**config.mk**
```make
export PLATFORM = sky130hd
export DESIGN_NAME = lnrv_exu_wbck
export DESIGN_NICKNAME = d
export VERILOG_FILES = /design/src/rtl/lnrv_exu_wbck.sv
export SDC_FILE = /design/constraint.sdc
export NUM_CORES = 1
export LEC_CHECK = 0
export ABC_AREA = 1
export BUFFER_PORTS_ARGS = -buffer_cell sky130_fd_sc_hd__buf_4
export CAP_MARGIN = 5
export CORE_MARGIN = 10
export CORE_UTILIZATION = 50
export DETAILED_ROUTE_END_ITERATION = 7
export PLACE_DENSITY = 0.86
export SYNTH_ARGS = -nofsm -noshare
export SYNTH_HDL_FRONTEND = slang
export SYNTH_SLANG_ARGS = --single-unit
```
**constraint.sdc**
```tcl
create_clock -name clk -period 1.57 [get_ports clk]
set_input_delay 0.157 -clock clk [delete_from_list [all_inputs] [get_ports clk]]
set_output_delay 0.157 -clock clk [all_outputs]
set_load 0.01 [all_outputs]
```
**src/rtl/lnrv_exu_wbck.sv**
```systemverilog
// Write-back stage: arbitrates ALU and long-pipe results onto the single GPR write port.
// A 1-entry ALU skid buffer lets both source ready signals come straight from a register.
module lnrv_exu_wbck #(
   parameter int unsigned DATA_WIDTH = 32,
   parameter int unsigned RD_WIDTH   = 5
) (
   input  logic                  clk,
   input  logic                  reset,
   input  logic                  alu_wb_vld,
   output logic                  alu_wb_rdy,
   input  logic [DATA_WIDTH-1:0] alu_wb_data,
   input  logic [RD_WIDTH-1:0]   alu_wb_rd,
   input  logic                  alu_wb_wen,
   input  logic                  lsu_wb_vld,
   output logic                  lsu_wb_rdy,
   input  logic [DATA_WIDTH-1:0] lsu_wb_data,
   input  logic [RD_WIDTH-1:0]   lsu_wb_rd,
   input  logic                  lsu_wb_wen,
   input  logic                  lsu_wb_err,
   output logic                  rf_wen,
   output logic [RD_WIDTH-1:0]   rf_waddr,
   output logic [DATA_WIDTH-1:0] rf_wdata,
   output logic                  cmt_vld,
   output logic                  cmt_err,
   output logic                  wb_busy
);

   logic                  buf_vld_q, buf_vld_d;
   logic                  buf_wen_q, buf_wen_d;
   logic [RD_WIDTH-1:0]   buf_rd_q, buf_rd_d;
   logic [DATA_WIDTH-1:0] buf_data_q, buf_data_d;

   logic                  gnt, gnt_lsu, gnt_wen;
   logic [RD_WIDTH-1:0]   gnt_rd;
   logic [DATA_WIDTH-1:0] gnt_data;

   logic                  rf_wen_q, rf_wen_d;
   logic [RD_WIDTH-1:0]   rf_waddr_q, rf_waddr_d;
   logic [DATA_WIDTH-1:0] rf_wdata_q, rf_wdata_d;
   logic                  cmt_vld_q, cmt_vld_d;
   logic                  cmt_err_q, cmt_err_d;

   // Grant: buffered entry first, then long pipe (parking a colliding ALU result), then ALU.
   always_comb begin
      buf_vld_d  = buf_vld_q;
      buf_wen_d  = buf_wen_q;
      buf_rd_d   = buf_rd_q;
      buf_data_d = buf_data_q;
      gnt        = 1'b0;
      gnt_lsu    = 1'b0;
      gnt_wen    = 1'b0;
      gnt_rd     = '0;
      gnt_data   = '0;
      if (buf_vld_q) begin
         gnt       = 1'b1;
         gnt_wen   = buf_wen_q;
         gnt_rd    = buf_rd_q;
         gnt_data  = buf_data_q;
         buf_vld_d = 1'b0;
      end else if (lsu_wb_vld) begin
         gnt      = 1'b1;
         gnt_lsu  = 1'b1;
         gnt_wen  = lsu_wb_wen;
         gnt_rd   = lsu_wb_rd;
         gnt_data = lsu_wb_data;
         if (alu_wb_vld) begin
            buf_vld_d  = 1'b1;
            buf_wen_d  = alu_wb_wen;
            buf_rd_d   = alu_wb_rd;
            buf_data_d = alu_wb_data;
         end
      end else if (alu_wb_vld) begin
         gnt      = 1'b1;
         gnt_wen  = alu_wb_wen;
         gnt_rd   = alu_wb_rd;
         gnt_data = alu_wb_data;
      end
   end

   always_comb begin
      cmt_vld_d  = gnt;
      cmt_err_d  = gnt_lsu & lsu_wb_err;
      rf_wen_d   = gnt & gnt_wen & (gnt_rd != '0) & ~(gnt_lsu & lsu_wb_err);
      rf_waddr_d = gnt ? gnt_rd : rf_waddr_q;
      rf_wdata_d = gnt ? gnt_data : rf_wdata_q;
   end

   always_ff @(posedge clk) begin
      if (reset) begin
         buf_vld_q  <= 1'b0;
         buf_wen_q  <= 1'b0;
         buf_rd_q   <= '0;
         buf_data_q <= '0;
         rf_wen_q   <= 1'b0;
         rf_waddr_q <= '0;
         rf_wdata_q <= '0;
         cmt_vld_q  <= 1'b0;
         cmt_err_q  <= 1'b0;
      end else begin
         buf_vld_q  <= buf_vld_d;
         buf_wen_q  <= buf_wen_d;
         buf_rd_q   <= buf_rd_d;
         buf_data_q <= buf_data_d;
         rf_wen_q   <= rf_wen_d;
         rf_waddr_q <= rf_waddr_d;
         rf_wdata_q <= rf_wdata_d;
         cmt_vld_q  <= cmt_vld_d;
         cmt_err_q  <= cmt_err_d;
      end
   end

   assign alu_wb_rdy = ~buf_vld_q;
   assign lsu_wb_rdy = ~buf_vld_q;
   assign wb_busy    = buf_vld_q;
   assign rf_wen     = rf_wen_q;
   assign rf_waddr   = rf_waddr_q;
   assign rf_wdata   = rf_wdata_q;
   assign cmt_vld    = cmt_vld_q;
   assign cmt_err    = cmt_err_q;

endmodule

```
After elaboration in Yosys (flattened, before gate mapping) --
Cells that the tools add are included.
Operators by class: magnitude comparators 0, bitwise operators 7, div/mod/pow operators 0, multiply operators 0, add/sub/neg operators 0, shifts and indexed selects 0, mux-type cells 14, reductions and logical operators 3, eq/ne operators 0
Operators with widths (count):
- 2-to-1 mux 32 bit | 3
- 2-to-1 mux 5 bit | 3
- 2-to-1 mux 1 bit | 8
- nonzero test 5 bit | 1
- AND 1 bit | 4
- NOT 1 bit | 3
- AND reduction 3 bit | 1
- OR reduction 3 bit | 1
Storage, ports and cells: memories 0, output and inout bits 43, ROM bits 0, register bits after elaboration 79, bits in latches 0, memory bits (writable) 0

Longest topological paths before layout --
Gate-level depths: netlist of the first run.
depth in word-level cells 6, gate-level depth with buffers 9

Worst setup path after synthesis of the first run --
OpenSTA, ideal clock, no wires.
kind register to register, from register buf_vld_q (netlist: wb_busy), to register rf_wen_q (netlist: rf_wen), stages on the path, launching flop included 9, setup slack 0.355 ns, data required time 1.461 ns, buffers on the path 1, data arrival time 1.106 ns, cells stage by stage dfxtp_1 inv_2 buf_2 nand3_1 nand3_1 nor2_1 nand3_1 nand2_1 inv_1
On the way: longest elaborated chain between the ends 4, elaborated cells on any way between the ends 10
RTL lines:
- start, declared | line 28 | logic buf_vld_q, buf_vld_d;
- start signal, assigned | line 100 | buf_vld_q <= buf_vld_d;
- 2-to-1 mux 5 bit / 2-to-1 mux 1 bit (equally long branches) | line 54 | if (buf_vld_q) begin
- nonzero test 5 bit / AND 1 bit (equally long branches) | line 83 | rf_wen_d = gnt & gnt_wen & (gnt_rd != '0) & ~(gnt_lsu & lsu_wb_err);
- AND 1 bit / NOT 1 bit (equally long branches) | line 83
- AND 1 bit * | line 83
- end signal, assigned | line 104 | rf_wen_q <= rf_wen_d;
- end, declared | line 37 | logic rf_wen_q, rf_wen_d;
Mark *: on every way between the ends. The rest lies on a longest branch, timed or not. A chain may end at the register's enable or synchronous reset.

Final worst setup path of the first run --
from register buf_vld_q (netlist: wb_busy), to output alu_wb_rdy
On the way: longest elaborated chain between the ends 1
RTL lines:
- NOT 1 bit (no line)
- end, declared | line 10 | output logic alu_wb_rdy,
Every way passes these cells.

==> results of run 1 <==
==> placed cells by master, fill, tap and decap left out, types with 2 or more instances in the layout <==
master	Yosys	final
a21oi_1	42	42
a31oi_1	32	32
buf_12	0	4
buf_4	9	133
clkbuf_8	0	9
clkinv_2	1	2
clkinv_4	0	3
dfxtp_1	79	78
inv_1	12	12
inv_2	2	2
nand2_1	226	226
nand2_2	2	2
nand3_1	11	11
nor2_1	10	10
nor2_2	2	2
o211ai_1	32	32
o21ai_0	2	2
==> registers in the layout (all words and copies together) (netlist names) <==
register / cells
buf_wen_q: 1
wb_busy: 1
rf_wen: 1
buf_data_q: 32
rf_wdata: 32
cmt_vld: 1
buf_rd_q: 5
cmt_err: 1
rf_waddr: 5
==> metal layers <==
metal | global-route usage [%] | up-vias | share of wire [%]
li1 | - | 1856 | -
met1 | 22.8 | 1689 | 41
met2 | 32.5 | 142 | 51
met3 | 4.52 | 18 | 6.0
met4 | 6.96 | 0 | 2.2
met5 | 0 | - | 0
==> power groups by stage <==
stage / logic [µW] / registers (µW) / clock network (µW)
2_1_floorplan: 374 / 2270 / 0
3_3_place_gp: 784 / 2240 / 0
3_5_place_dp: 804 / 2240 / 0
4_1_cts: 806 / 2190 / 1560
5_1_grt: 884 / 2210 / 1640
6_report: 800 / 2190 / 1540
==> final timing paths <==
kind,from,cells past startpoint,slack (ns),endpoint
setup reg to reg,wb_busy,6,0.26,rf_wen
setup / recovery,wb_busy,3,0.15,alu_wb_rdy
hold / removal,lsu_wb_err,3,0.06,cmt_err
hold reg to reg,buf_data_q[3],2,0.47,buf_data_q[3]
==> worst register-to-register path, cell delays in order (launching register included) <==
cell and delay [ns]:
dfxtp_2 0.42, buf_4 0.27, a21oi_1 0.07, a21oi_1 0.23, nand3_1 0.12, nand2_1 0.07
inv_1 0.03
==> per-stage QoR <==
stage	setup WS, ns	hold WS, ns	std cells	power [µW]	area, µm²
floorplan	0.355	0.230	495	2640	3520
global placement	0.348	0.418	689	3020	4490
detailed placement	0.309	0.404	689	3040	4490
CTS	0.132	0.0478	705	4560	4690
global route	0.0595	0.0624	705	4740	4690
finish	0.149	0.0559	705	4540	4690
==> kinds of logic after synthesis <==
group / after synthesis / share of synthesized area [%]
AND/OR/NAND/NOR: 252 / 27.8
flip-flops: 79 / 45.0
buffers and inverters: 55 / 8.36
AO/OA/AOI/OAI: 109 / 18.9
==> final cells by class <==
cell class / count / share of cell area (%)
well taps: 96 / 2.56
clock buffers: 9 / 2.64
multi-input cells: 361 / 35.0
clock inverters: 7 / 1.73
flip-flops and latches: 79 / 33.7
inverters: 16 / 1.36
repair buffers: 137 / 23.0
==> results.cfg, run 1 <==
[grt]
grt_pass1_vias = 3679
grtUsageTotal_pct = 19.1
grt_pass1_wl_um = 17700
grt_antenna_before_repair = 0
grt_max_degree = 41
gr-total-overflow = 0

[power_and_ir_drop]
power_per_cell_area_nw_per_um2 = 967
p_switching_uw = 1260
combPwrFrac_pct = 17.6
pwr-share-seq_pct = 48.4
intPower_uw = 3270
p_clk_share_pct = 34.0
peakVddDrop_v = 0.000590
power_leakage_uw = 0.00206
p_sw_share_pct = 27.8

[yosys]
yosysTopAreaCell = dfxtp_1
synth_top_area_share_pct = 45.0
synth_area_leaders = dfxtp_1 45%, nand2_1 24%, o211ai_1 6.8%
ys.flop_type = dfxtp_1
synth_edf_count = 0
yosysWarnings = 0
yosys.cell_count.top_type = nand2_1
ys_types = 20
ys_ff_latch = 79
syn-cell-area_um2 = 3520
ys_seq_area_share_pct = 45.0
synth_common_cells = 226 x nand2_1, 79 x dfxtp_1, 42 x a21oi_1, 32 x a31oi_1, 32 x o211ai_1
async_flop_share_pct = 0
synthCells = 495
synth_nets = 576
syn_area_per_cell_um2 = 7.11

[placement]
io_buffers = 123
dpl.hpwl_um = 7790
gp_congestion = 0.904

[sta]
maxSlewHeadroom_pct = 72.7
finalSetupViolations = 0
drv_slew = 0
fmax_ghz = 0.704
period_needed_ns = 1.42
setup_tns_ns = 0
hold_viol = 0
period_share_pct = 90.5
rsz0062_at_grt = false
clock_skew_ns = 0.00616
tightest_slew_ns = 0.410

[setup_path]
slowest_delay_ns = 0.37
cp_data_arrival_time_ns = 1.26
slowest_stage = dfxtp_2
critPathLaunchType = flip-flop
path_common_cell = buf_4
crit_required_ns = 1.41
critical_path.top_delay_family = buffers and inverters
crit_buf_inv = 3
worstPathCellList = inv_2, buf_4, buf_4
critPathMaxFanout = 18
crit_type = flip-flop to output pin
endpoint_kind = output pin

[die]
fp.dieW_um = 104
io_pins = 124
fp.dieArea_um2 = 10800
core.rowCount = 30
die_h_um = 104
core_area_um2 = 6830
start_util_pct = 51.5

[route]
viasPerCell = 5.26
first_pass_iters = 4
via_count = 3705
drc = 0
drtIter0Drc = 209
wl_um = 10700
routedWlPerCell_um = 15.2
antenna_left = 0

[layout]
num_antenna_cells = 0
final_nets = 685
fillers = 585
drive_above_1_share_pct = 26.8
fin_util_pct = 68.7
area_delta_synth_final_pct = 33.4
seq_area_um2 = 1580
multiInputGateArea_um2 = 1640

[clock_network]
numClockSinks = 79
htreeDepth = 3
clock_latency_ns = 0.34
cts_buffer_depth = 2
postCtsHoldBufs = 0
cts_made_buffers = 9
path_clk_slew_ns = 0.09
cts_root_buffer = clkbuf_8
cts_tree = built
post_cts.repair.setup_buffers = 0
ctsResizeCount = 0

[outcome]
status = completed

[hold_path]
hold_class = primary input to flip-flop

[run]
drv_cap = 0
Note: power is estimated with default switching activity, not from simulation.
==> run 2: changes to the inputs <==
- GPL_ROUTABILITY_DRIVEN: default -> 0
- GPL_TIMING_DRIVEN: default -> 0
==> results.cfg, run 2 (synthesized netlist as in run 1, its figures left out) <==
[outcome]
status = completed

[sta]
maxSlewHeadroom_pct = 64.4
period_needed_ns = 1.53
setup_tns_ns = 0
drv_slew = 0
tightest_slew_ns = 0.535
finalWorstSetupSlack_ns = 0.0384
fmax_ghz = 0.653
finalSetupViolations = 0
hold_viol = 0
rsz0062_at_grt = true
worst_hold_slack_ns = 0.0607
clock_skew_ns = 0.00928
period_share_pct = 97.6

[placement]
dpl.hpwl_um = 8410
io_buffers = 122
dp_slack_ns = 0.172
placed_area_um2 = 4550

[power_and_ir_drop]
power_leakage_uw = 0.00211
peakVddDrop_v = 0.000529
power_per_cell_area_nw_per_um2 = 941
p_total_uw = 4480

[clock_network]
clock_latency_ns = 0.35
cts_tree = built
htreeDepth = 3
cts_root_buffer = clkbuf_8
path_clk_slew_ns = 0.08
cts_made_buffers = 9
cts_buffer_depth = 2
numClockSinks = 79

[layout]
fillers = 599
finalInstanceArea_um2 = 4760
area_delta_synth_final_pct = 35.3
final_nets = 710
layout_common_cells = 226 x nand2_1, 132 x buf_4, 78 x dfxtp_1
num_antenna_cells = 0
drive_above_1_share_pct = 27.7
final_common_cell = nand2_1

[grt]
grt_antenna_before_repair = 0
grtUsageTotal_pct = 20.3
grt_pass1_wl_um = 18300
grt_max_degree = 13
gr-total-overflow = 0
grt_pass1_vias = 3895

[die]
core.rowCount = 30
start_util_pct = 51.5
fp.dieArea_um2 = 10800
die_h_um = 104
io_pins = 124
fp.dieW_um = 104
core_area_um2 = 6830

[route]
antenna_left = 0
routedWlPerCell_um = 15.8
drc = 0
viasPerCell = 5.29
first_pass_iters = 5
wl_um = 11500
drtIter0Drc = 181
via_count = 3853

[setup_path]
slowest_stage = dlygate4sd3_1
slowest_delay_ns = 0.53
critPathLaunchType = primary input
crit_required_ns = 1.79
crit_buf_inv = 4
crit_type = primary input to flip-flop
worstPathCellList = dlygate4sd3_1, buf_4, clkbuf_1, clkbuf_1, nor2_1
critical_path.top_delay_family = buffers and inverters
cp_data_arrival_time_ns = 1.75
path_common_cell = clkbuf_1
endpoint_kind = flip-flop
critPathMaxFanout = 10

[hold_path]
hold_class = primary input to flip-flop

[run]
drv_cap = 0
run 2: cell types whose count changed in the layout (fill, tap and decap cells not counted), moves of 2 or more:
cell      before  now
buf_2          0   14
clkbuf_1       0    8
buf_6          0    5
buf_12         4    0
clkinv_4       3    0
buf_1          0    2
run 2: final cells by class:
type	count	area, µm²	share of cell area [%]
plain buffers	38	231	4.86
clock buffers	10	138	2.89
clock inverters	4	47.5	0.998
inverters	16	63.8	1.34
multi-input cells	361	1640	34.5
flip-flops and latches	79	1590	33.3
well taps	96	120	2.52
repair buffers	124	933	19.6
run 2: worst paths after layout:
path | from | endpoint | slack (ns) | depth (start not counted)
hold reg to reg | buf_data_q[31] | buf_data_q[31] | 0.47 | 2
setup reg to reg | wb_busy | buf_data_q[22] | 0.12 | 7
hold / removal | lsu_wb_err | cmt_err | 0.06 | 3
setup / recovery | reset | rf_waddr[3] | 0.04 | 5
run 2: where the power goes:
group	internal, µW	leakage (µW)	total, µW	switching (µW)
logic	398	0.00137	824	426
clock network	755	0.0000940	1460	708
registers	2130	0.000651	2190	65.8
run 2: stage by stage:
stage / std cells / util (%)
after floorplan: 495 / -
after global placement: 713 / 66.7
after detailed placement: 713 / 66.7
after CTS: 729 / 69.8
after global routing: 728 / 69.7
final: 728 / 69.7
run 2: what timing repair did:
item / CTS / global route
buffers inserted: 1 / 0
endpoints found under the setup margin: 2 / 38
hold buffers: 1 / 0
hold endpoints to repair: 1 / 0
resized for setup: 4 / 2
run 2: routing by layer:
layer / global-route usage [%] / share of wire, % / vias up
met2: 36.0 / 51 / 162
met3: 5.02 / 6.7 / 20
li1: - / - / 1896
met4: 9.34 / 2.1 / 0
met5: 0 / 0 / -
met1: 22.2 / 40 / 1775
run 2: worst reg2reg max path: stages (launching register included):
cell	delay, ns
dfxtp_4	0.35
buf_4	0.16
nor2_4	0.20
nand2_2	0.11
clkinv_2	0.15
buf_4	0.20
nand2_1	0.07
a21oi_1	0.15
==> run 3: changes to the inputs <==
- BUFFER_PORTS_ARGS: -buffer_cell sky130_fd_sc_hd__buf_4 -> default
- CORE_UTILIZATION: 50 -> 63
- DONT_BUFFER_PORTS: default -> 1
- PLACE_DENSITY: 0.86 -> 0.85
==> results.cfg, run 3 (synthesized netlist as in run 1, its figures left out) <==
[clock_network]
clock_latency_ns = 0.35
htreeDepth = 3
cts_buffer_depth = 2
cts_made_buffers = 9
cts_tree = built
path_clk_slew_ns = 0.08
cts_root_buffer = clkbuf_8
post_cts.repair.setup_buffers = 0
numClockSinks = 79

[grt]
grtUsageTotal_pct = 24.8
grt_pass1_vias = 3556
grt_antenna_before_repair = 0
grt_pass1_wl_um = 17800
grt_max_degree = 13
gr-total-overflow = 0

[placement]
dpl.hpwl_um = 7540
io_buffers = 0
dp_slack_ns = 0.108

[die]
start_util_pct = 64.3
die_h_um = 94.7
fp.dieW_um = 94.7
core.rowCount = 27
io_pins = 124
core_area_um2 = 5470
fp.dieArea_um2 = 8970

[run]
drv_cap = 0

[sta]
period_needed_ns = 1.53
rsz0062_at_grt = false
finalWorstSetupSlack_ns = 0.0408
finalSetupViolations = 0
period_share_pct = 97.4
tightest_slew_ns = 0.584
clock_skew_ns = 0.0103
setup_tns_ns = 0
maxSlewHeadroom_pct = 61.0
hold_viol = 0
fmax_ghz = 0.654
drv_slew = 0

[route]
first_pass_iters = 5
wl_um = 11500
viasPerCell = 5.86
via_count = 3632
antenna_left = 0
drtIter0Drc = 242
routedWlPerCell_um = 18.5
drc = 0

[power_and_ir_drop]
power_leakage_uw = 0.00169
peakVddDrop_v = 0.000655
power_per_cell_area_nw_per_um2 = 1100

[setup_path]
endpoint_kind = output pin
crit_required_ns = 1.41
critPathLaunchType = flip-flop
cp_data_arrival_time_ns = 1.37
critPathMaxFanout = 11
crit_type = flip-flop to output pin

[hold_path]
hold_class = primary input to flip-flop

[layout]
area_delta_synth_final_pct = 20.2
layout_common_cells = 226 x nand2_1, 78 x dfxtp_1, 42 x a21oi_1
final_nets = 624
final_common_cell = nand2_1
num_antenna_cells = 0
drive_above_1_share_pct = 9.49

[outcome]
status = completed
## run 3: changes by cell type in the layout (fill, tap and decap cells not counted)
cell | previous run | this run
buf_2 | 14 | 15
clkbuf_1 | 8 | 13
clkinvlp_4 | 1 | 0
buf_1 | 2 | 0
clkinv_2 | 3 | 1
bufinv_16 | 1 | 3
dlygate4sd3_1 | 1 | 37
buf_4 | 132 | 9
## run 3: where the power goes
part / internal [µW] / switching, µW
Sequential: 2130 / 121
Clock: 1100 / 704
Combinational: 241 / 333
## run 3: repair_timing
| item | 4_1_cts | 5_1_grt |
|---|---|---|
| hold buffers | 37 | 0 |
| setup endpoints to repair | 2 | 1 |
| pin swaps | 0 | 0 |
| gates resized for setup | 3 | 1 |
| endpoints found under the hold margin | 38 | 0 |
## run 3: critical path, stage by stage, from the launching register on
cell and delay [ns]:
dfxtp_4 0.39, inv_2 0.06, buf_2 0.22, buf_6 0.21
buf_4 0.14
## run 3: metal layers
metal / part of all wire [%] / up-vias / GRT usage (%)
met4: 3.0 / 0 / 11.1
met1: 38 / 1674 / 29.2
li1: - / 1724 / -
met3: 10 / 32 / 7.77
met5: 0 / - / 0
met2: 48 / 202 / 40.7
## run 3: final timing paths
| path | from | endpoint | slack [ns] | cells after the start |
|---|---|---|---|---|
| setup / recovery | wb_busy | lsu_wb_rdy | 0.04 | 4 |
| hold / removal | lsu_wb_data[1] | rf_wdata[1] | 0.04 | 2 |
| setup reg to reg | wb_busy | buf_rd_q[1] | 0.23 | 6 |
| hold reg to reg | buf_data_q[9] | buf_data_q[9] | 0.47 | 2 |
## run 3: stage by stage
stage	instance area (µm²)	total power, µW	hold WS, ns	util [%]	std cells
after floorplan	3520	2640	0.230	-	495
after global placement	3610	2750	0.233	65.9	567
after detailed placement	3610	2770	0.234	65.9	567
after CTS	4220	4620	0.0364	77.2	620
after global routing	4230	4800	0.0445	77.3	620
final	4230	4630	0.0356	77.3	620
## run 3: layout make-up
class                      instances  area [µm²]
buffer                            39         236
clock inverter                     3        90.1
inverter                          16        63.8
fill                             420        1240
sequential                        79        1590
multi-input combinational        361        1640
clock buffer                      13         149
timing repair buffer              37         370
tap                               72        90.1
